--- src/rtl/alu_pkg.sv ---
`default_nettype none
// ============================================================================
// alu_pkg : opcode/state encodings and constants shared by the alu_pipe block
// Rev 1.0
// ============================================================================
package alu_pkg;

    typedef enum logic [3:0] {
        OP_ADD  = 4'h0,
        OP_SUB  = 4'h1,
        OP_MUL  = 4'h2,
        OP_DIV  = 4'h3,
        OP_MOD  = 4'h4,
        OP_AND  = 4'h5,
        OP_NAND = 4'h6,
        OP_OR   = 4'h7,
        OP_NOR  = 4'h8,
        OP_XOR  = 4'h9,
        OP_XNOR = 4'hA,
        OP_NOT  = 4'hB,
        OP_SHL  = 4'hC,
        OP_SHR  = 4'hD,
        OP_GT   = 4'hE,
        OP_LT   = 4'hF
    } alu_op_e;

    typedef enum logic [0:0] {
        IDLE = 1'b0,
        DIV  = 1'b1
    } alu_state_e;

    // Replicated across WIDTH bits to form the divide-by-zero quotient
    localparam logic DBZ_Q_FILL = 1'b1;

    function automatic logic is_divmod(input logic [3:0] op);
        return (op == OP_DIV) || (op == OP_MOD);
    endfunction

endpackage
`default_nettype wire

--- src/rtl/alu_divider.sv ---
`default_nettype none
// ============================================================================
// alu_divider : restoring shift-subtract divider, one quotient bit per cycle
// Rev 1.0
// ============================================================================
module alu_divider
    import alu_pkg::*;
#(
    parameter int WIDTH = 8,
    parameter int CNT_W = $clog2(WIDTH + 1)
) (
    input  logic             clk,
    input  logic             rst_n,
    input  logic             start,
    input  logic [WIDTH-1:0] dividend,
    input  logic [WIDTH-1:0] divisor,
    output logic             busy,
    output logic             done,
    output logic [WIDTH-1:0] quotient,
    output logic [WIDTH-1:0] remainder
);

    logic [WIDTH-1:0] rem_q;
    logic [WIDTH-1:0] quo_q;
    logic [WIDTH-1:0] dvs_q;
    logic [CNT_W-1:0] cnt_q;

    logic [WIDTH:0]   shifted;
    logic [WIDTH:0]   trial;
    logic [WIDTH-1:0] rem_nx;
    logic [WIDTH-1:0] quo_nx;

    // quo_q doubles as the dividend shift register: its MSB feeds the partial remainder
    always_comb begin
        shifted = {rem_q, quo_q[WIDTH-1]};
        trial   = shifted - {1'b0, dvs_q};
        rem_nx  = shifted[WIDTH-1:0];
        quo_nx  = {quo_q[WIDTH-2:0], 1'b0};
        if (!trial[WIDTH]) begin
            rem_nx = trial[WIDTH-1:0];
            quo_nx = {quo_q[WIDTH-2:0], 1'b1};
        end
    end

    // Outputs expose the post-step values so the parent can load on the final edge
    assign busy      = (cnt_q != '0);
    assign done      = (cnt_q == CNT_W'(1));
    assign quotient  = quo_nx;
    assign remainder = rem_nx;

    always_ff @(posedge clk or negedge rst_n) begin
        if (!rst_n) begin
            rem_q <= '0;
            quo_q <= '0;
            dvs_q <= '0;
            cnt_q <= '0;
        end else if (start) begin
            rem_q <= '0;
            quo_q <= dividend;
            dvs_q <= divisor;
            cnt_q <= CNT_W'(WIDTH);
        end else if (busy) begin
            rem_q <= rem_nx;
            quo_q <= quo_nx;
            cnt_q <= cnt_q - CNT_W'(1);
        end
    end

endmodule
`default_nettype wire

--- src/rtl/alu_pipe.sv ---
`default_nettype none
// ============================================================================
// alu_pipe : valid/ready ALU, 16 opcodes, 2*WIDTH result, iterative div/mod.
//            Define ALU_SAT_EN to saturate add/sub to WIDTH bits.
// Rev 1.0
// ============================================================================
module alu_pipe
    import alu_pkg::*;
#(
    parameter int WIDTH = 8,
    parameter int CNT_W = $clog2(WIDTH + 1)
) (
    input  logic             clk,
    input  logic             rst_n,
    input  logic             in_valid,
    output logic             in_ready,
    input  logic [WIDTH-1:0] a,
    input  logic [WIDTH-1:0] b,
    input  logic [3:0]       oper,
    output logic             out_valid,
    input  logic             out_ready,
    output logic [WIDTH-1:0] msb,
    output logic [WIDTH-1:0] lsb,
    output logic             zero,
    output logic             dbz
);

    localparam int RW = 2 * WIDTH;

    alu_state_e       state;
    logic             div_is_mod;
    logic             accept;
    logic             div_start;
    logic             div_busy;
    logic             div_done;
    logic [WIDTH-1:0] div_quo;
    logic [WIDTH-1:0] div_rem;
    logic [RW-1:0]    div_res;

    logic [RW-1:0]    ea;
    logic [RW-1:0]    eb;
    logic [RW-1:0]    sum_full;
    logic [RW-1:0]    diff_full;
    logic [RW-1:0]    res_nx;
    logic             dbz_nx;

    assign in_ready  = (state == IDLE) && (!out_valid || out_ready);
    assign accept    = in_valid && in_ready;
    assign div_start = accept && is_divmod(oper) && (b != '0);

    assign ea        = {{WIDTH{1'b0}}, a};
    assign eb        = {{WIDTH{1'b0}}, b};
    assign sum_full  = ea + eb;
    assign diff_full = ea - eb;
    assign div_res   = {{WIDTH{1'b0}}, (div_is_mod ? div_rem : div_quo)};

    alu_divider #(
        .WIDTH (WIDTH),
        .CNT_W (CNT_W)
    ) u_divider (
        .clk       (clk),
        .rst_n     (rst_n),
        .start     (div_start),
        .dividend  (a),
        .divisor   (b),
        .busy      (div_busy),
        .done      (div_done),
        .quotient  (div_quo),
        .remainder (div_rem)
    );

    // Single-cycle results; the div/mod entries only matter for the b == 0 case
    always_comb begin
        res_nx = '0;
        dbz_nx = 1'b0;
        case (alu_op_e'(oper))
`ifdef ALU_SAT_EN
            OP_ADD:  res_nx = sum_full[WIDTH] ? {{WIDTH{1'b0}}, {WIDTH{1'b1}}}
                                              : {{WIDTH{1'b0}}, sum_full[WIDTH-1:0]};
            OP_SUB:  res_nx = (a < b) ? '0 : {{WIDTH{1'b0}}, diff_full[WIDTH-1:0]};
`else
            OP_ADD:  res_nx = sum_full;
            OP_SUB:  res_nx = diff_full;
`endif
            OP_MUL:  res_nx = ea * eb;
            OP_DIV: begin
                res_nx = {{WIDTH{1'b0}}, {WIDTH{DBZ_Q_FILL}}};
                dbz_nx = (b == '0);
            end
            OP_MOD: begin
                res_nx = ea;
                dbz_nx = (b == '0);
            end
            OP_AND:  res_nx = {{WIDTH{1'b0}}, a & b};
            OP_NAND: res_nx = {{WIDTH{1'b0}}, ~(a & b)};
            OP_OR:   res_nx = {{WIDTH{1'b0}}, a | b};
            OP_NOR:  res_nx = {{WIDTH{1'b0}}, ~(a | b)};
            OP_XOR:  res_nx = {{WIDTH{1'b0}}, a ^ b};
            OP_XNOR: res_nx = {{WIDTH{1'b0}}, ~(a ^ b)};
            OP_NOT:  res_nx = {{WIDTH{1'b0}}, ~a};
            OP_SHL:  res_nx = ea << 1;
            OP_SHR:  res_nx = ea >> 1;
            OP_GT:   res_nx = {{(RW-1){1'b0}}, (a > b)};
            OP_LT:   res_nx = {{(RW-1){1'b0}}, (a < b)};
            default: res_nx = '0;
        endcase
    end

    always_ff @(posedge clk or negedge rst_n) begin
        if (!rst_n) begin
            state      <= IDLE;
            div_is_mod <= 1'b0;
            out_valid  <= 1'b0;
            msb        <= '0;
            lsb        <= '0;
            zero       <= 1'b0;
            dbz        <= 1'b0;
        end else begin
            case (state)
                IDLE: begin
                    if (accept) begin
                        if (div_start) begin
                            state      <= DIV;
                            div_is_mod <= (oper == OP_MOD);
                            out_valid  <= 1'b0;
                        end else begin
                            {msb, lsb} <= res_nx;
                            zero       <= (res_nx == '0);
                            dbz        <= dbz_nx;
                            out_valid  <= 1'b1;
                        end
                    end else if (out_ready) begin
                        out_valid <= 1'b0;
                    end
                end
                DIV: begin
                    if (div_done) begin
                        {msb, lsb} <= div_res;
                        zero       <= (div_res == '0);
                        dbz        <= 1'b0;
                        out_valid  <= 1'b1;
                        state      <= IDLE;
                    end else if (!div_busy) begin
                        state <= IDLE;
                    end
                end
                default: state <= IDLE;
            endcase
        end
    end

endmodule
`default_nettype wire

--- config.mk ---
export PLATFORM = sky130hd
export DESIGN_NAME = alu_pipe
export DESIGN_NICKNAME = d
export VERILOG_FILES = /design/src/rtl/alu_pkg.sv /design/src/rtl/alu_divider.sv /design/src/rtl/alu_pipe.sv
export SDC_FILE = /design/constraint.sdc
export NUM_CORES = 1
export LEC_CHECK = 0
export ABC_AREA = 1
export CAP_MARGIN = 20
export CORE_MARGIN = 4
export CORE_UTILIZATION = 25
export CTS_BUF_LIST = sky130_fd_sc_hd__clkbuf_4
export DETAILED_ROUTE_END_ITERATION = 10
export SETUP_SLACK_MARGIN = 0.5
export SKIP_LAST_GASP = 1
export SYNTH_ARGS = -nofsm -noshare
export SYNTH_HDL_FRONTEND = slang
export SYNTH_HIERARCHICAL = 1
export SYNTH_SLANG_ARGS = --single-unit
--- constraint.sdc ---
create_clock -name clk -period 6.7 [get_ports clk]
set_clock_uncertainty 0.05 [all_clocks]
set_input_delay 1.005 -clock clk [delete_from_list [all_inputs] [get_ports clk]]
set_output_delay 1.005 -clock clk [all_outputs]
set_load 0.005 [all_outputs]
==> results.toml <==
[die]
design.die.area_um2 = 31400
core_area_um2 = 28000
design.portCount = 44
num_rows = 61
floorplan.initialDensity_pct = 25.6
die_h_um = 177
die_x_um = 177

[grt]
grt_overflow = 0
initial_antenna_violation_count = 0
largest_net_degree_at_the_start_of_global_routing = 50
grt_use_total_pct = 14.1
grt_pass1_wl_mm = 36.1
grt_pass1_vias = 6943

[yosys]
yosysWarnings = 6
synth_enable_flop_cells = 0
synth_fa_ha_area_share_pct = 23.1
yosys.area_share.xor_xnor_pct = 1.10
synth_cell_type_count = 43
syn_inst = 1124
synth.area.mux_share_pct = 0.978
synth_area_um2 = 7160
synth-main-ff-cell = "sky130_fd_sc_hd__dfrtp_1"
synth_compound_gate_area_share_pct = 7.68
synth.ff_latch_count = 49
post_synth_and_or_nand_nor_area_fraction_pct = 35.0
syn-mean-instance-area_um2 = 6.37
synthesis.nets = 1257
yosysSeqAreaShare_pct = 17.1
synth_top_family_by_area = "simple AND/OR/NAND/NOR gates"
synthArstFlopShare_pct = 100

[power]
power_density_nw_per_um2 = 313
worst_ir_drop_vdd_v = 0.000126
p_leak_nw = 4.45

[drt]
via_per_inst = 4.55
drt_pass1_iterations = 5
ant_nets = 0
routed-via-count = 6917
average_wire_per_cell_in_the_routed_design_um = 14.2
route.detailed.drc = 0
detail_route.iter0.violations = 463
drt-total-wl_mm = 21.7

[timing]
fin_ws_ns = 1.09
finalHoldViolCount = 0
setup_repair_after_global_routing_missed_its_margin = "no"
finalSetupViolCount = 0
tns_ns = 0
final_period_minus_worst_setup_slack_ns = 5.61
report.final.slew_viol_count = 0
fmaxAchievable_ghz = 0.178
worst_slew_margin_rel_pct = 43.6
worstMarginPinSlew_ns = 0.843
finalCritPeriodShare_pct = 83.8

[cts]
cts.sink_count = 49
cts_resized = 0
cts_buffer_count = 5
clockRootBuffer = "sky130_fd_sc_hd__clkbuf_4"
cts_setup_buffers = 0
tritoncts_clock_tree = "yes"
post_cts_hold_buffer_count = 0
cts_max_path_buffers = 2
cts_max_level = 2
insertion_delay_ns = 0.38
clock_edge_transition_at_the_registers_on_the_reported_setup_and_hold_paths_ns = 0.15

[setup_path]
ff2ff_setup_slack_ns = 3.40
timing.rr.start = "state$_DFF_PN0_"
critical_path_peak_fanout = 14
capture_instance_of_the_worst_register_to_register_path = "u_divider/quo_q[6]$_DFFE_PN0P_"
critPathArrivalTime_ns = 5.89
reg2reg_depth = 8
critical_path.startpoint_type = "input port"
endpoint_kind = "register"
cp.required_ns = 6.97
classification_of_the_worst_setup_path = "in2reg"

[final_layout]
final_util_pct = 28.4
finish.net_count = 1275
antennaDiodeCount = 0
area_growth_syn_to_layout_pct = 11.1
final_layout_size_suffix_gt1_share_pct = 4.20

[hold_path]
min_path_type = "reg2reg"
min_delay_worst_endpoint = "lsb[7]$_DFFE_PN0P_"
worst_hold_launch = "lsb[7]$_DFFE_PN0P_"
whs_path_depth = 2

[place]
dp_hpwl_mm = 17.7
port_buffers = 43
place_worst_setup_slack_ns = 0.691
gp_congestion = 0.975

[flow_run]
drv_cap = 0

[status]
status = "finished, final reports clean"
==> cells in the final DEF, fill, tap and decap left out, types with 2 or more instances in the layout <==
cell type	count
sky130_fd_sc_hd__nor3_1	5
sky130_fd_sc_hd__clkbuf_4	7
sky130_fd_sc_hd__xor2_1	6
sky130_fd_sc_hd__nand2_2	10
sky130_fd_sc_hd__inv_1	221
sky130_fd_sc_hd__mux2i_1	7
sky130_fd_sc_hd__and2_1	7
sky130_fd_sc_hd__o22a_1	2
sky130_fd_sc_hd__a32o_1	9
sky130_fd_sc_hd__nand2_1	367
sky130_fd_sc_hd__xnor2_1	3
sky130_fd_sc_hd__nor2_2	5
sky130_fd_sc_hd__buf_4	8
sky130_fd_sc_hd__inv_2	5
sky130_fd_sc_hd__dfrtp_1	49
sky130_fd_sc_hd__a41oi_1	2
sky130_fd_sc_hd__clkdlybuf4s50_1	42
sky130_fd_sc_hd__or2_2	3
sky130_fd_sc_hd__nand3_1	84
sky130_fd_sc_hd__o221ai_1	3
sky130_fd_sc_hd__ha_1	70
sky130_fd_sc_hd__a21oi_2	2
sky130_fd_sc_hd__o21ai_0	30
sky130_fd_sc_hd__a21oi_1	23
sky130_fd_sc_hd__fa_1	39
sky130_fd_sc_hd__nor2_1	89
sky130_fd_sc_hd__o211ai_1	9
sky130_fd_sc_hd__nand2_4	2
sky130_fd_sc_hd__nand3b_1	3
sky130_fd_sc_hd__nand4_1	17
==> worst max-delay path: stages <==
cell,delay (ns)
sky130_fd_sc_hd__clkdlybuf4s50_1,0.77
sky130_fd_sc_hd__ha_1,0.49
sky130_fd_sc_hd__fa_1,0.46
sky130_fd_sc_hd__fa_1,0.48
sky130_fd_sc_hd__fa_1,0.56
sky130_fd_sc_hd__inv_1,0.05
sky130_fd_sc_hd__fa_1,0.48
sky130_fd_sc_hd__inv_1,0.04
sky130_fd_sc_hd__ha_1,0.32
sky130_fd_sc_hd__nand2_1,0.13
sky130_fd_sc_hd__nor2_1,0.08
sky130_fd_sc_hd__nand2_1,0.07
sky130_fd_sc_hd__nand2_1,0.06
sky130_fd_sc_hd__or2_2,0.27
sky130_fd_sc_hd__nand3_1,0.07
sky130_fd_sc_hd__nand2_1,0.07
sky130_fd_sc_hd__nor2_1,0.10
sky130_fd_sc_hd__nand2_1,0.06
sky130_fd_sc_hd__nor2_1,0.11
sky130_fd_sc_hd__nand3_1,0.09
sky130_fd_sc_hd__a21oi_1,0.14
==> synthesized netlist by cell type (5+ instances only) <==
library cell	n	share of area, %
sky130_fd_sc_hd__o211ai_1	9	0.94
sky130_fd_sc_hd__inv_2	5	0.26
sky130_fd_sc_hd__buf_4	12	1.3
sky130_fd_sc_hd__nor2_2	5	0.44
sky130_fd_sc_hd__nor2_1	89	4.7
sky130_fd_sc_hd__nand2_1	367	19
sky130_fd_sc_hd__dfrtp_1	49	17
sky130_fd_sc_hd__buf_2	13	0.91
sky130_fd_sc_hd__nand4_1	17	1.5
sky130_fd_sc_hd__nand2_2	10	0.87
sky130_fd_sc_hd__a32o_1	9	1.3
sky130_fd_sc_hd__fa_1	39	11
sky130_fd_sc_hd__and2_1	7	0.61
sky130_fd_sc_hd__xor2_1	6	0.73
sky130_fd_sc_hd__nand3_1	84	5.9
sky130_fd_sc_hd__clkbuf_1	13	0.68
sky130_fd_sc_hd__a21oi_1	23	1.6
sky130_fd_sc_hd__inv_1	221	12
sky130_fd_sc_hd__ha_1	70	12
sky130_fd_sc_hd__nor3_1	5	0.35
sky130_fd_sc_hd__mux2i_1	7	0.98
sky130_fd_sc_hd__o21ai_0	30	2.1
==> routing by layer <==
metal / track usage [%] / part of all wire (%) / wire length, µm
met2: 23.4 / 46 / 9870
met5: 0 / 0 / 0
met3: 2.31 / 6.1 / 1330
met1: 19.0 / 46 / 9870
met4: 4.16 / 2.7 / 595
==> report_power, final <==
| group | leakage (nW) | total (mW) | switching [mW] | internal [mW] |
|---|---|---|---|---|
| combinational | 3.81 | 1.82 | 1.11 | 0.709 |
| clock | 0.0324 | 0.148 | 0.0980 | 0.0497 |
| sequential | 0.612 | 0.526 | 0.0919 | 0.434 |
==> worst max-delay path by stage <==
stage               from               end  slack (ns)
finish              a[3]  zero$_DFFE_PN0P_        1.09
global route        a[3]  zero$_DFFE_PN0P_        0.83
CTS                 a[3]  zero$_DFFE_PN0P_        1.09
detailed placement  a[3]  zero$_DFFE_PN0P_        0.69
global placement    a[3]  zero$_DFFE_PN0P_        0.71
floorplan           a[4]  zero$_DFFE_PN0P_        1.78
==> flip-flops by register name, indices dropped and copies added, names as in the netlist <==
signal / count
div_is_mod: 1
lsb: 8
out_valid: 1
u_divider/dvs_q: 8
u_divider/cnt_q: 4
u_divider/quo_q: 8
state: 1
zero: 1
u_divider/rem_q: 8
msb: 8
dbz: 1
==> area by class of cell <==
cell class,count,area [µm²]
clock buffer,7,52.6
multi-input combinational,809,4860
sequential,49,1230
clock inverter,1,7.51
fill,3153,20100
tap,378,473
inverter,226,848
timing repair buffer,51,485
==> kinds of logic after synthesis <==
logic type | Yosys count
compound gates | 87
xor+xnor | 9
fa+ha+maj | 109
buf+inv | 266
flops | 49
mux | 7
simple gates | 597
==> stage by stage <==
stage	power [mW]	hold slack, ns	std cells	instance area (µm²)
final	2.49	0.460	1521	7960
after detailed placement	2.34	0.425	1513	7900
after floorplan	1.89	0.396	1124	7160
after global routing	2.80	0.482	1521	7960
after CTS	2.51	0.464	1521	7960
after global placement	2.32	0.425	1513	7900
(Power assumes the default switching activity.)
==> RTL change (config.mk and constraints unchanged) <==
The option `ALU_SAT_EN` is turned on by a define.
--- a/src/rtl/alu_pipe.sv
+++ b/src/rtl/alu_pipe.sv
@@ -6,2 +6,4 @@
 // ============================================================================
+`define ALU_SAT_EN
+
 module alu_pipe
Check against the original RTL: not equivalent (a bounded check fails within 4 cycles, from zero or initial values and one cycle with rst_n low).
==> RTL change against the original RTL <==
Sequential cell count unchanged. Synthesized cell count fell by 2.3%. Non-clock buffer count shrank 1. Count of clock-buffer cells in the layout decreased by 2. Power down 2.3%. Design area decreased by 1.1%. Routed wire length rose by 1.4%. Hold slack worse by 9.5 ps. Synthesized area fell by 1.7%. Combinational power down 3%. Setup slack improved by 110 ps. Largest cell class unchanged. Highest routed layer unchanged.
==> RTL change: results (changes against the original RTL) <==
| Metric | Value |
|---|---|
| Outcome | `finished, final reports clean (unchanged)` |
| Critical Path Fanout Max | `10 (was 14)` |
| Multiplexer share of the synthesized area | `0.8524% (was 0.9780%)` |
| Endpoint of the most critical register-to-register path | `zero$_DFFE_PN0P_ (was u_divider/quo_q[6]$_DFFE_PN0P_)` |
| Sequential share of cell area | `15.59% (was 15.41%)` |
| XOR/XNOR share of the synthesized area | `1.492% (was 1.100%)` |
| Wire length per cell after detailed routing | `14.64 µm (was 14.24 µm)` |
| Gpl congestion | `0.9146 (was 0.9745)` |
| Buffer count excluding the clock tree in the final layout | `50 (was 51)` |
| Layout cells sized above 1 | `5.000% (was 4.199%)` |
| Most numerous cell types in the synthesized netlist | `nand2_1 (374), inv_1 (217), nor2_1 (72), ha_1 (70), nand3_1 (68) (was nand2_1 (367), inv_1 (221), nor2_1 (89), nand3_1 (84), ha_1 (70))` |
| Clock network contribution to total cell area | `0.7952% (was 0.7548%)` |
| Hold path startpoint | `lsb[0]$_DFFE_PN0P_ (was lsb[7]$_DFFE_PN0P_)` |
| Total number of multi-input combinational cells | `787 (was 809)` |
| All-layer global routing usage | `14.15% (about the same)` |
| Number of violations reported at the end of detailed-routing iteration 0 | `527 (was 463)` |
| Compound-Gate Fraction of Synth Area | `7.885% (was 7.684%)` |
| Clock buffer count | `5 (was 7)` |
| Number of non-filler instances in the completed layout | `1499 (was 1521)` |
| R2R setup slack | `3760 ps (was 3400 ps)` |
| Number of antenna violations at the first check in global routing | `1 (was 0)` |
| Top post-synthesis cells by area | `nand2_1 (20%), dfrtp_1 (17%), ha_1 (12%) (was nand2_1 (19%), dfrtp_1 (17%), ha_1 (12%))` |
| Num sequential | `49 (unchanged)` |
| Peak ir drop on the vdd network | `0.1421 mV (was 0.1258 mV)` |
| Filler cell count | `3148 (was 3153)` |
| Mean instance size in the synthesized netlist | `6.417 µm² (was 6.374 µm²)` |
| Worst reg2reg startpoint | `u_divider/quo_q[7]$_DFFE_PN0P_ (was state$_DFF_PN0_)` |
| Worst Reg2Reg Path Length in Cells | `16 (was 8)` |
| Leakage | `4.399 nW (was 4.451 nW)` |
| First-pass GRT wire length | `35110 µm (was 36060 µm)` |
| Max-slew headroom | `35.18% (was 43.60%)` |
| PwrDens | `309.1 mW/mm² (was 312.8 mW/mm²)` |
| HPWL after detailed placement | `18240 µm (was 17690 µm)` |
| Arr. time, crit path | `5780 ps (was 5890 ps)` |
| Count of distinct cell types in the synthesized netlist | `48 (was 43)` |
| WHS Endpoint | `lsb[0]$_DFFE_PN0P_ (was lsb[7]$_DFFE_PN0P_)` |
| Delay contributed by the slowest stage of the critical path | `740 ps (was 770 ps)` |
[RTL change: kinds of logic (layout without fill, tap and decap cells)]
group,after synthesis,after routing
xor+xnor,12,12
simple gates,571,571
flops,49,49
compound gates,89,89
other cells,0,1
mux,6,6
buf+inv,262,284
fa+ha+maj,109,109
[RTL change: per-stage QoR]
step	setup WS, ps	utilization (%)	hold slack, ps
floorplan	1821	-	395.9
global placement	820.9	28.08	418.7
detailed placement	818.5	28.08	419.0
CTS	1242	28.31	455.4
global route	866.8	28.32	482.0
finish	1193	28.32	450.9
[RTL change: metal layers]
metal | vias up | wire length [µm] | global-route usage [%]
li1 | 3389 | - | -
met1 | 3140 | 9590 | 18.41
met2 | 200 | 10860 | 25.28
met3 | 23 | 1000 | 1.248
met4 | 0 | 493 | 3.606
met5 | - | 0 | 0
[RTL change: where the power goes]
| group | internal [mW] | switching, mW |
|---|---|---|
| Clock | 0.0437 | 0.103 |
| Sequential | 0.429 | 0.0964 |
| Combinational | 0.678 | 1.08 |
